==> src/rtl/seq_alu_if.sv <==
// Request/response bundle for seq_alu: operands and command in,
// handshake, results and flags out.
interface seq_alu_if #(
  parameter int N = 8
);
  logic         start;
  logic [N-1:0] op1;
  logic [N-1:0] op2;
  logic [3:0]   cmd;
  logic         busy;
  logic         done;
  logic [N-1:0] out;
  logic [N-1:0] out_hi;
  logic         over;
  logic         under;
  logic         err;
  logic         log;

  modport master (
    output start, op1, op2, cmd,
    input  busy, done, out, out_hi, over, under, err, log
  );

  modport slave (
    input  start, op1, op2, cmd,
    output busy, done, out, out_hi, over, under, err, log
  );
endinterface

==> src/rtl/seq_alu.sv <==
// Multi-cycle unsigned ALU: single-cycle ops finish in one cycle, shift-add
// multiply and restoring divide iterate N cycles in RUN.
module seq_alu #(
  parameter int N = 8
) (
  input  logic      clk,
  input  logic      rst,
  seq_alu_if.slave  bus
);
  localparam int CW = $clog2(N + 1);

  typedef enum logic [1:0] {IDLE, RUN, DONE} state_t;

  state_t        state_reg, state_next;
  logic [CW-1:0] cnt_reg, cnt_next;
  logic [N-1:0]  opnd_reg, opnd_next;
  logic [N-1:0]  hi_reg, hi_next;
  logic [N-1:0]  lo_reg, lo_next;
  logic          mul_reg, mul_next;
  logic [N-1:0]  out_reg, out_next;
  logic [N-1:0]  out_hi_reg, out_hi_next;
  logic          over_reg, over_next;
  logic          under_reg, under_next;
  logic          err_reg, err_next;
  logic          log_reg, log_next;

  logic [N:0]    mul_sum;
  logic [N:0]    div_shift;
  logic          div_ge;
  logic [N-1:0]  step_hi, step_lo;

  // One iteration: mul keeps {hi, lo} as partial product with the multiplier
  // shifting out of lo; div keeps the remainder in hi and the quotient in lo.
  always_comb begin
    mul_sum   = {1'b0, hi_reg} + (lo_reg[0] ? {1'b0, opnd_reg} : {(N+1){1'b0}});
    div_shift = {hi_reg, lo_reg[N-1]};
    div_ge    = (div_shift >= {1'b0, opnd_reg});
    if (mul_reg) begin
      step_hi = mul_sum[N:1];
      step_lo = {mul_sum[0], lo_reg[N-1:1]};
    end else begin
      step_hi = div_ge ? N'(div_shift - {1'b0, opnd_reg}) : div_shift[N-1:0];
      step_lo = {lo_reg[N-2:0], div_ge};
    end
  end

  always_comb begin
    state_next  = state_reg;
    cnt_next    = cnt_reg;
    opnd_next   = opnd_reg;
    hi_next     = hi_reg;
    lo_next     = lo_reg;
    mul_next    = mul_reg;
    out_next    = out_reg;
    out_hi_next = out_hi_reg;
    over_next   = over_reg;
    under_next  = under_reg;
    err_next    = err_reg;
    log_next    = log_reg;

    unique case (state_reg)
      IDLE: begin
        if (bus.start) begin
          out_next    = '0;
          out_hi_next = '0;
          over_next   = 1'b0;
          under_next  = 1'b0;
          err_next    = 1'b0;
          log_next    = 1'b0;
          state_next  = DONE;
          case (bus.cmd)
            4'd0: {over_next, out_next} = {1'b0, bus.op1} + {1'b0, bus.op2};
            4'd1: begin
              out_next   = bus.op1 - bus.op2;
              under_next = (bus.op1 < bus.op2);
            end
            // Logical shifts by N or more already produce zero.
            4'd2: out_next = bus.op1 << bus.op2;
            4'd3: out_next = bus.op1 >> bus.op2;
            4'd4: log_next = (bus.op1 == bus.op2);
            4'd5: log_next = (bus.op1 > bus.op2);
            4'd6: log_next = (bus.op1 < bus.op2);
            4'd7: begin
              state_next = RUN;
              mul_next   = 1'b1;
              opnd_next  = bus.op1;
              lo_next    = bus.op2;
              hi_next    = '0;
              cnt_next   = CW'(N);
            end
            4'd8: begin
              if (bus.op2 == '0) begin
                err_next    = 1'b1;
                out_next    = '1;
                out_hi_next = bus.op1;
              end else begin
                state_next = RUN;
                mul_next   = 1'b0;
                opnd_next  = bus.op2;
                lo_next    = bus.op1;
                hi_next    = '0;
                cnt_next   = CW'(N);
              end
            end
            default: err_next = 1'b1;
          endcase
        end
      end
      RUN: begin
        hi_next  = step_hi;
        lo_next  = step_lo;
        cnt_next = cnt_reg - CW'(1);
        if (cnt_reg == CW'(1)) begin
          state_next  = DONE;
          out_next    = step_lo;
          out_hi_next = step_hi;
          over_next   = mul_reg && (step_hi != '0);
        end
      end
      DONE:    state_next = IDLE;
      default: state_next = IDLE;
    endcase
  end

  always_ff @(posedge clk or posedge rst) begin
    if (rst) begin
      state_reg  <= IDLE;
      cnt_reg    <= '0;
      opnd_reg   <= '0;
      hi_reg     <= '0;
      lo_reg     <= '0;
      mul_reg    <= 1'b0;
      out_reg    <= '0;
      out_hi_reg <= '0;
      over_reg   <= 1'b0;
      under_reg  <= 1'b0;
      err_reg    <= 1'b0;
      log_reg    <= 1'b0;
    end else begin
      state_reg  <= state_next;
      cnt_reg    <= cnt_next;
      opnd_reg   <= opnd_next;
      hi_reg     <= hi_next;
      lo_reg     <= lo_next;
      mul_reg    <= mul_next;
      out_reg    <= out_next;
      out_hi_reg <= out_hi_next;
      over_reg   <= over_next;
      under_reg  <= under_next;
      err_reg    <= err_next;
      log_reg    <= log_next;
    end
  end

  assign bus.busy   = (state_reg != IDLE);
  assign bus.done   = (state_reg == DONE);
  assign bus.out    = out_reg;
  assign bus.out_hi = out_hi_reg;
  assign bus.over   = over_reg;
  assign bus.under  = under_reg;
  assign bus.err    = err_reg;
  assign bus.log    = log_reg;
endmodule

==> src/flat_wrapper.sv <==
// flat-port wrapper written by rule: the top's interface ports become plain ports
module seq_alu_flat 
#(
  parameter int N = 8
)
  (clk, rst, bus_start, bus_op1, bus_op2, bus_cmd, bus_busy, bus_done, bus_out, bus_out_hi, bus_over, bus_under, bus_err, bus_log);
  seq_alu_if #(.N(N)) bus_i ();
  input  logic clk;
  input  logic rst;
  input wire logic [$bits(bus_i.start)-1:0] bus_start;
  input wire logic [$bits(bus_i.op1)-1:0] bus_op1;
  input wire logic [$bits(bus_i.op2)-1:0] bus_op2;
  input wire logic [$bits(bus_i.cmd)-1:0] bus_cmd;
  output wire logic [$bits(bus_i.busy)-1:0] bus_busy;
  output wire logic [$bits(bus_i.done)-1:0] bus_done;
  output wire logic [$bits(bus_i.out)-1:0] bus_out;
  output wire logic [$bits(bus_i.out_hi)-1:0] bus_out_hi;
  output wire logic [$bits(bus_i.over)-1:0] bus_over;
  output wire logic [$bits(bus_i.under)-1:0] bus_under;
  output wire logic [$bits(bus_i.err)-1:0] bus_err;
  output wire logic [$bits(bus_i.log)-1:0] bus_log;
  assign bus_i.start = bus_start;
  assign bus_i.op1 = bus_op1;
  assign bus_i.op2 = bus_op2;
  assign bus_i.cmd = bus_cmd;
  assign bus_busy = bus_i.busy;
  assign bus_done = bus_i.done;
  assign bus_out = bus_i.out;
  assign bus_out_hi = bus_i.out_hi;
  assign bus_over = bus_i.over;
  assign bus_under = bus_i.under;
  assign bus_err = bus_i.err;
  assign bus_log = bus_i.log;
  seq_alu #(.N(N)) u_core (.clk(clk), .rst(rst), .bus(bus_i));
endmodule
==> config.mk <==
export PLATFORM = sky130hd
export DESIGN_NAME = seq_alu_flat
export DESIGN_NICKNAME = d
export VERILOG_FILES = /design/src/rtl/seq_alu_if.sv /design/src/rtl/seq_alu.sv /design/src/flat_wrapper.sv
export SDC_FILE = /design/constraint.sdc
export NUM_CORES = 1
export LEC_CHECK = 0
export CAP_MARGIN = 30
export CORE_MARGIN = 4
export CORE_UTILIZATION = 43
export CTS_BUF_LIST = sky130_fd_sc_hd__clkbuf_4
export DETAILED_ROUTE_END_ITERATION = 10
export SYNTH_ARGS = -nofsm -noshare
export SYNTH_HDL_FRONTEND = slang
export SYNTH_SLANG_ARGS = --single-unit
==> constraint.sdc <==
create_clock -name clk -period 4.3 [get_ports clk]
set_input_delay 0.645 -clock clk [delete_from_list [all_inputs] [get_ports clk]]
set_output_delay 0.645 -clock clk [all_outputs]
set_load 0.02 [all_outputs]
==> results of run 1 <==
## worst min-delay path, stage by stage, from the launching register on
cell,delay [ns]
dfrtp_1,0.38
nand2_1,0.05
o41ai_1,0.05
## power groups by stage
stage,sequential [W],clock (W),combinational [W]
after floorplan,0.000934,0,0.00131
after global placement,0.000942,0,0.00188
after detailed placement,0.000946,0,0.00192
after CTS,0.000937,0.000240,0.00193
after global routing,0.000968,0.000265,0.00214
final,0.000938,0.000237,0.00193
## path summary, 6_finish.rpt
check | from | to | slack [ns] | cells past startpoint
hold / removal | u_core.bus.log$_DFFE_PP0P_ | u_core.bus.log$_DFFE_PP0P_ | 0.50 | 2
hold reg to reg | u_core.bus.log$_DFFE_PP0P_ | u_core.bus.log$_DFFE_PP0P_ | 0.50 | 2
setup reg to reg | u_core.hi_reg[1]$_DFFE_PP0P_ | u_core.bus.over$_DFFE_PP0P_ | 1.14 | 9
setup / recovery | bus_op1[0] | u_core.bus.over$_DFFE_PP0P_ | 1.07 | 11
max in group asynchronous | rst | u_core.lo_reg[7]$_DFFE_PP0P_ | 2.87 | 3
min in group asynchronous | rst | u_core.bus.out_hi[0]$_DFFE_PP0P_ | 0.68 | 2
## synthesized netlist by cell type (all sizes together), types with 3 or more instances
| cell type | n |
|---|---|
| clkbuf | 17 |
| o211ai | 7 |
| xor2 | 10 |
| a21oi | 63 |
| nor4 | 3 |
| o2111ai | 5 |
| o21ai | 42 |
| buf | 14 |
| o21a | 3 |
| nor2b | 9 |
| o22ai | 3 |
| nor3 | 15 |
| dfrtp | 51 |
| a211oi | 13 |
| inv | 37 |
| a22oi | 3 |
| a21boi | 5 |
| mux2i | 20 |
| o311ai | 3 |
| nand2 | 58 |
| nand3 | 19 |
| fa | 4 |
| nor2 | 84 |
| a21o | 8 |
| a31oi | 13 |
| and2 | 15 |
| nand2b | 12 |
| mux2 | 4 |
| ha | 34 |
| xnor2 | 4 |
## through the flow
stage / worst slack, ns / utilization, %
after CTS: 1.11 / 50.0
after floorplan: 1.59 / -
final: 1.07 / 50.0
after detailed placement: 0.699 / 49.4
after global placement: 0.825 / 49.4
after global routing: 0.893 / 50.0
## kinds of logic (layout without fill, tap and decap cells)
family / Yosys count / count (layout) / share of synthesized area, %
AO/OA/AOI/OAI: 186 / 186 / 24.6
multiplexers: 26 / 26 / 6.12
XOR/XNOR: 14 / 14 / 2.58
AND/OR/NAND/NOR: 232 / 232 / 23.5
adder cells (fa/ha/maj): 38 / 38 / 10.7
buffers and inverters: 69 / 106 / 5.72
flip-flops: 51 / 51 / 26.9
## layer usage
layer	vias to the layer above	global-route usage, %	part of all wire [%]
li1	2267	-	-
met1	2272	31.6	44
met2	129	41.4	49
met3	26	2.46	4.4
met4	0	8.17	2.9
met5	-	0	0
## final cells by class
class / instances / area [sq um] / area share [%]
clock inverters: 2 / 12.5 / 0.231
inverters: 38 / 143 / 2.63
well taps: 140 / 175 / 3.23
multi-input cells: 496 / 3210 / 59.2
repair buffers: 60 / 561 / 10.3
clock buffers: 6 / 45.0 / 0.831
flip-flops and latches: 51 / 1280 / 23.6
==> qor.csv, run 1 <==
metric,value,unit
cp_slowest_cell,or4_1,
nNetsFinal,713,
syn2layout_area_growth,14.2,%
drv_slew,0,
clock-sinks,51,
routedWlPerCell,19.3,microns
grt_pass1_wl,24.6,mm
first_pass_iters,5,
p_sw_share,48.5,%
synth_fp_nets,677,
synth_edf_count,0,
cts_resized,0,
die_width,113,microns
yosysWarnings,0,
netlist_area,4740,sq um
path_class,input port to flop,
cpLargestDelayFamily,simple AND/OR/NAND/NOR gates,
gr-total-overflow,0,
fin_setup_tns,0,ns
cts_max_level,2,
start_util,43.8,%
rows,38,
syn_avg_cell_area,7.70,sq um
cts_root_buf,clkbuf_4,
fin_skew,0.0115,ns
maxSlewHeadroom,32.3,%
power_switching,0.00151,W
clkPwrFrac,7.6,%
post-cts-setup-buffers,0,
grt_pass1_vias,4646,
drive_gt1_share,6.28,%
routed_via_density,5.92,
max_stage_delay,0.56,ns
hold_viol,0,
p_per_area,573,nW/um^2
detail-route-antenna-nets,0,
cp.required,4.58,ns
end_kind,flop,
p_seq_share,30.2,%
synth_top_area_cell,dfrtp_1,
grt_antenna_before_repair,0,
num_vias,4694,
grt_start_max_net_pins,36,
tightest_slew,1.02,ns
rsz0062_at_grt,false,
combPwrFrac,62.1,%
wirelength,15.3,mm
final_cell_count_no_fill,793,
final_common_cell,nor2_1,
placed_cells_incl_taps,785,
path_max_fanout,7,
clk_latency,0.38,ns
io_buffer_count,44,
post-route-min-period,3.23,ns
whs,0.497,ns
n_fill_cell,1102,
fmax,310,MHz
path_clk_slew,0.16,ns
setup_viol,0,
holdCritPathClass,flop to flop,
cts_tree,yes,
synthArstFlopShare,100,%
grt_usage,24.1,%
run_status,finished clean,
ir_drop,0.000391,V
die-area,12800,sq um
path_cells,clkdlybuf4s50_1 -> ha_1 -> fa_1 -> nand2b_1 -> a21oi_1 -> o21ai_0 -> and4_1 -> a21oi_1 -> or4_1 -> a211oi_1 -> a211oi_1,
ys_top_cells_by_area,"dfrtp_1 (27%), ha_1 (9.0%), a21oi_1 (6.5%)",
synth_top_area_share,26.9,%
syn_inst,616,
finalInstanceArea,5420,sq um
holdBufCountCts,0,
drc,0,
p_leak,2.32,nW
dp_hpwl,11.8,mm
synth_seq_cells,51,
gp_congestion,0.957,
post-route-period-util,75.0,%
drtIter0Drc,335,
coreArea,10800,sq um
critPathBufInv,1,
yosys.cell_types.count,68,
place_area,5360,sq um
diodes,0,
final_cell_mix,"nor2_1 (82), a21oi_1 (62), nand2_1 (58)",
drv_cap,0,
boundaryPins,45,
synth_ff_type,dfrtp_1,
arrival,3.51,ns
die_y,113,microns
startpoint_type,input port,
synth-seq-area-share,26.9,%
clock_path_buffers,2,
p_int,0.00160,W
cts-buffers-inserted,5,
total_power,0.00310,W
(Power assumes the default switching activity.)
==> run 2, diff against run 1 <==
==> constraint.sdc (replaced) <==
create_clock -name clk -period 3.2 [get_ports clk]
set_input_delay 0.48 -clock clk [delete_from_list [all_inputs] [get_ports clk]]
set_output_delay 0.48 -clock clk [all_outputs]
set_load 0.02 [all_outputs]
==> run 2 against run 1 <==
  * Combinational power grew 40%
  * Count of clock-buffer cells in the layout is the same
  * Register-to-register slack got worse by 0.92 ns
  * Clock skew rose by 0.0024 ns
  * Utilization rose by 1.6 points
  * Routed wire length shrank 3.8%
  * Die area stayed put
  * Worst setup slack got worse by 0.86 ns
  * Global-route usage decreased by 0.23 points
  * Sequential share of layout area fell by 0.73 points
  * Non-clock buffer count is 23 higher
  * Critical path type is now flop to flop
==> qor.csv, run 2 (synthesis gave the netlist of run 1 again) <==
metric,value,unit
run_status,finished clean,
grt_pass1_wl,24.4,mm
cp.required,3.48,ns
clock_path_buffers,2,
reg2reg_slack,0.22,ns
drv_slew,0,
rr_startpoint,u_core.hi_reg[2]$_DFFE_PP0P_,
drv_cap,0,
reg2regPathDepth,9,
drc,0,
diodes,0,
p_leak,2.44,nW
path_clk_slew,0.16,ns
rows,38,
post-route-min-period,2.98,ns
cts-buffers-inserted,5,
clk_latency,0.40,ns
maxSlewHeadroom,54.1,%
end_kind,flop,
grt_antenna_before_repair,0,
arrival,3.26,ns
syn2layout_area_growth,17.8,%
drtIter0Drc,267,
grt_pass1_vias,4650,
dp_hpwl,11.8,mm
tightest_slew,0.689,ns
holdCritPathClass,input port to async pin,
io_buffer_count,44,
post-route-period-util,93.3,%
final_common_cell,nor2_1,
grt_start_max_net_pins,34,
clock-sinks,51,
start_util,43.8,%
reg2reg_to,u_core.bus.over$_DFFE_PP0P_,
grt_usage,23.8,%
total_power,0.00422,W
final_cell_mix,"nor2_1 (82), a21oi_1 (62), nand2_1 (58)",
cts_tree,yes,
whs,0.398,ns
die-area,12800,sq um
ir_drop,0.000386,V
wirelength,14.7,mm
holdBufCountCts,0,
final_util,51.6,%
drive_gt1_share,9.47,%
die_width,113,microns
coreArea,10800,sq um
rsz0062_at_grt,false,
path_max_fanout,12,
fin_skew,0.0139,ns
hold_viol,0,
routedWlPerCell,18.0,microns
nNetsFinal,736,
first_pass_iters,4,
startpoint_type,flop,
fmax,335,MHz
routed_via_density,5.64,
gp_congestion,0.972,
p_per_area,754,nW/um^2
post-cts-setup-buffers,0,
cts_root_buf,clkbuf_4,
path_class,flop to flop,
gr-total-overflow,0,
die_y,113,microns
boundaryPins,45,
detail-route-antenna-nets,0,
fin_setup_tns,0,ns
num_vias,4600,
setup_viol,0,
cts_max_level,2,
cts_resized,0,
==> run 2: how the worst max path moves through the flow <==
stage	from	endpoint	slack [ns]	cells after the start
after floorplan	u_core.lo_reg[7]$_DFFE_PP0P_	u_core.bus.over$_DFFE_PP0P_	0.62	12
after global placement	bus_op1[0]	u_core.bus.out[6]$_DFFE_PP0P_	-0.06	13
after detailed placement	bus_op1[0]	u_core.bus.over$_DFFE_PP0P_	-0.08	11
after CTS	u_core.hi_reg[2]$_DFFE_PP0P_	u_core.bus.over$_DFFE_PP0P_	0.25	9
after global routing	u_core.lo_reg[7]$_DFFE_PP0P_	u_core.bus.over$_DFFE_PP0P_	0.03	12
final	u_core.hi_reg[2]$_DFFE_PP0P_	u_core.bus.over$_DFFE_PP0P_	0.22	9
==> run 2: worst max-delay path, stage by stage, from the launching register on <==
cell      delay [ns]
dfrtp_1         0.46
ha_1            0.37
o21ai_0         0.31
nor2_1          0.13
a21oi_4         0.36
nor4b_2         0.26
a211oi_1        0.10
or4_1           0.48
a211oi_1        0.27
a211oi_1        0.12
==> run 2: final cells by class <==
class / count / area, sq um
Multi-Input combinational cell: 496 / 3210
Timing Repair Buffer: 83 / 733
Inverter: 38 / 143
Fill cell: 1090 / 5250
Sequential cell: 51 / 1280
Clock inverter: 2 / 12.5
Clock buffer: 6 / 45.0
Tap cell: 140 / 175
==> run 2: through the flow <==
step	cells	setup slack, ns	area (sq um)
final	816	0.215	5590
after global routing	816	0.0299	5590
after CTS	815	0.250	5580
after detailed placement	807	-0.0797	5530
after global placement	807	-0.0564	5530
after floorplan	616	0.617	4740
==> run 2: report_power, final <==
group	total, W	switching (W)	internal, W	leakage [nW]
registers	0.00120	0.000273	0.000925	0.631
logic	0.00271	0.00151	0.00120	1.77
clock network	0.000310	0.000217	0.0000936	0.0317
total	0.00422	0.00200	0.00222	2.44
==> run 2: per-layer routing <==
metal  global-route usage (%)  share of wire (%)  wire length, microns
met1                     31.5                 44                  6440
met2                     40.9                 49                  7270
met3                     1.98                3.9                   570
met4                     8.73                2.8                   412
met5                        0                  0                     0
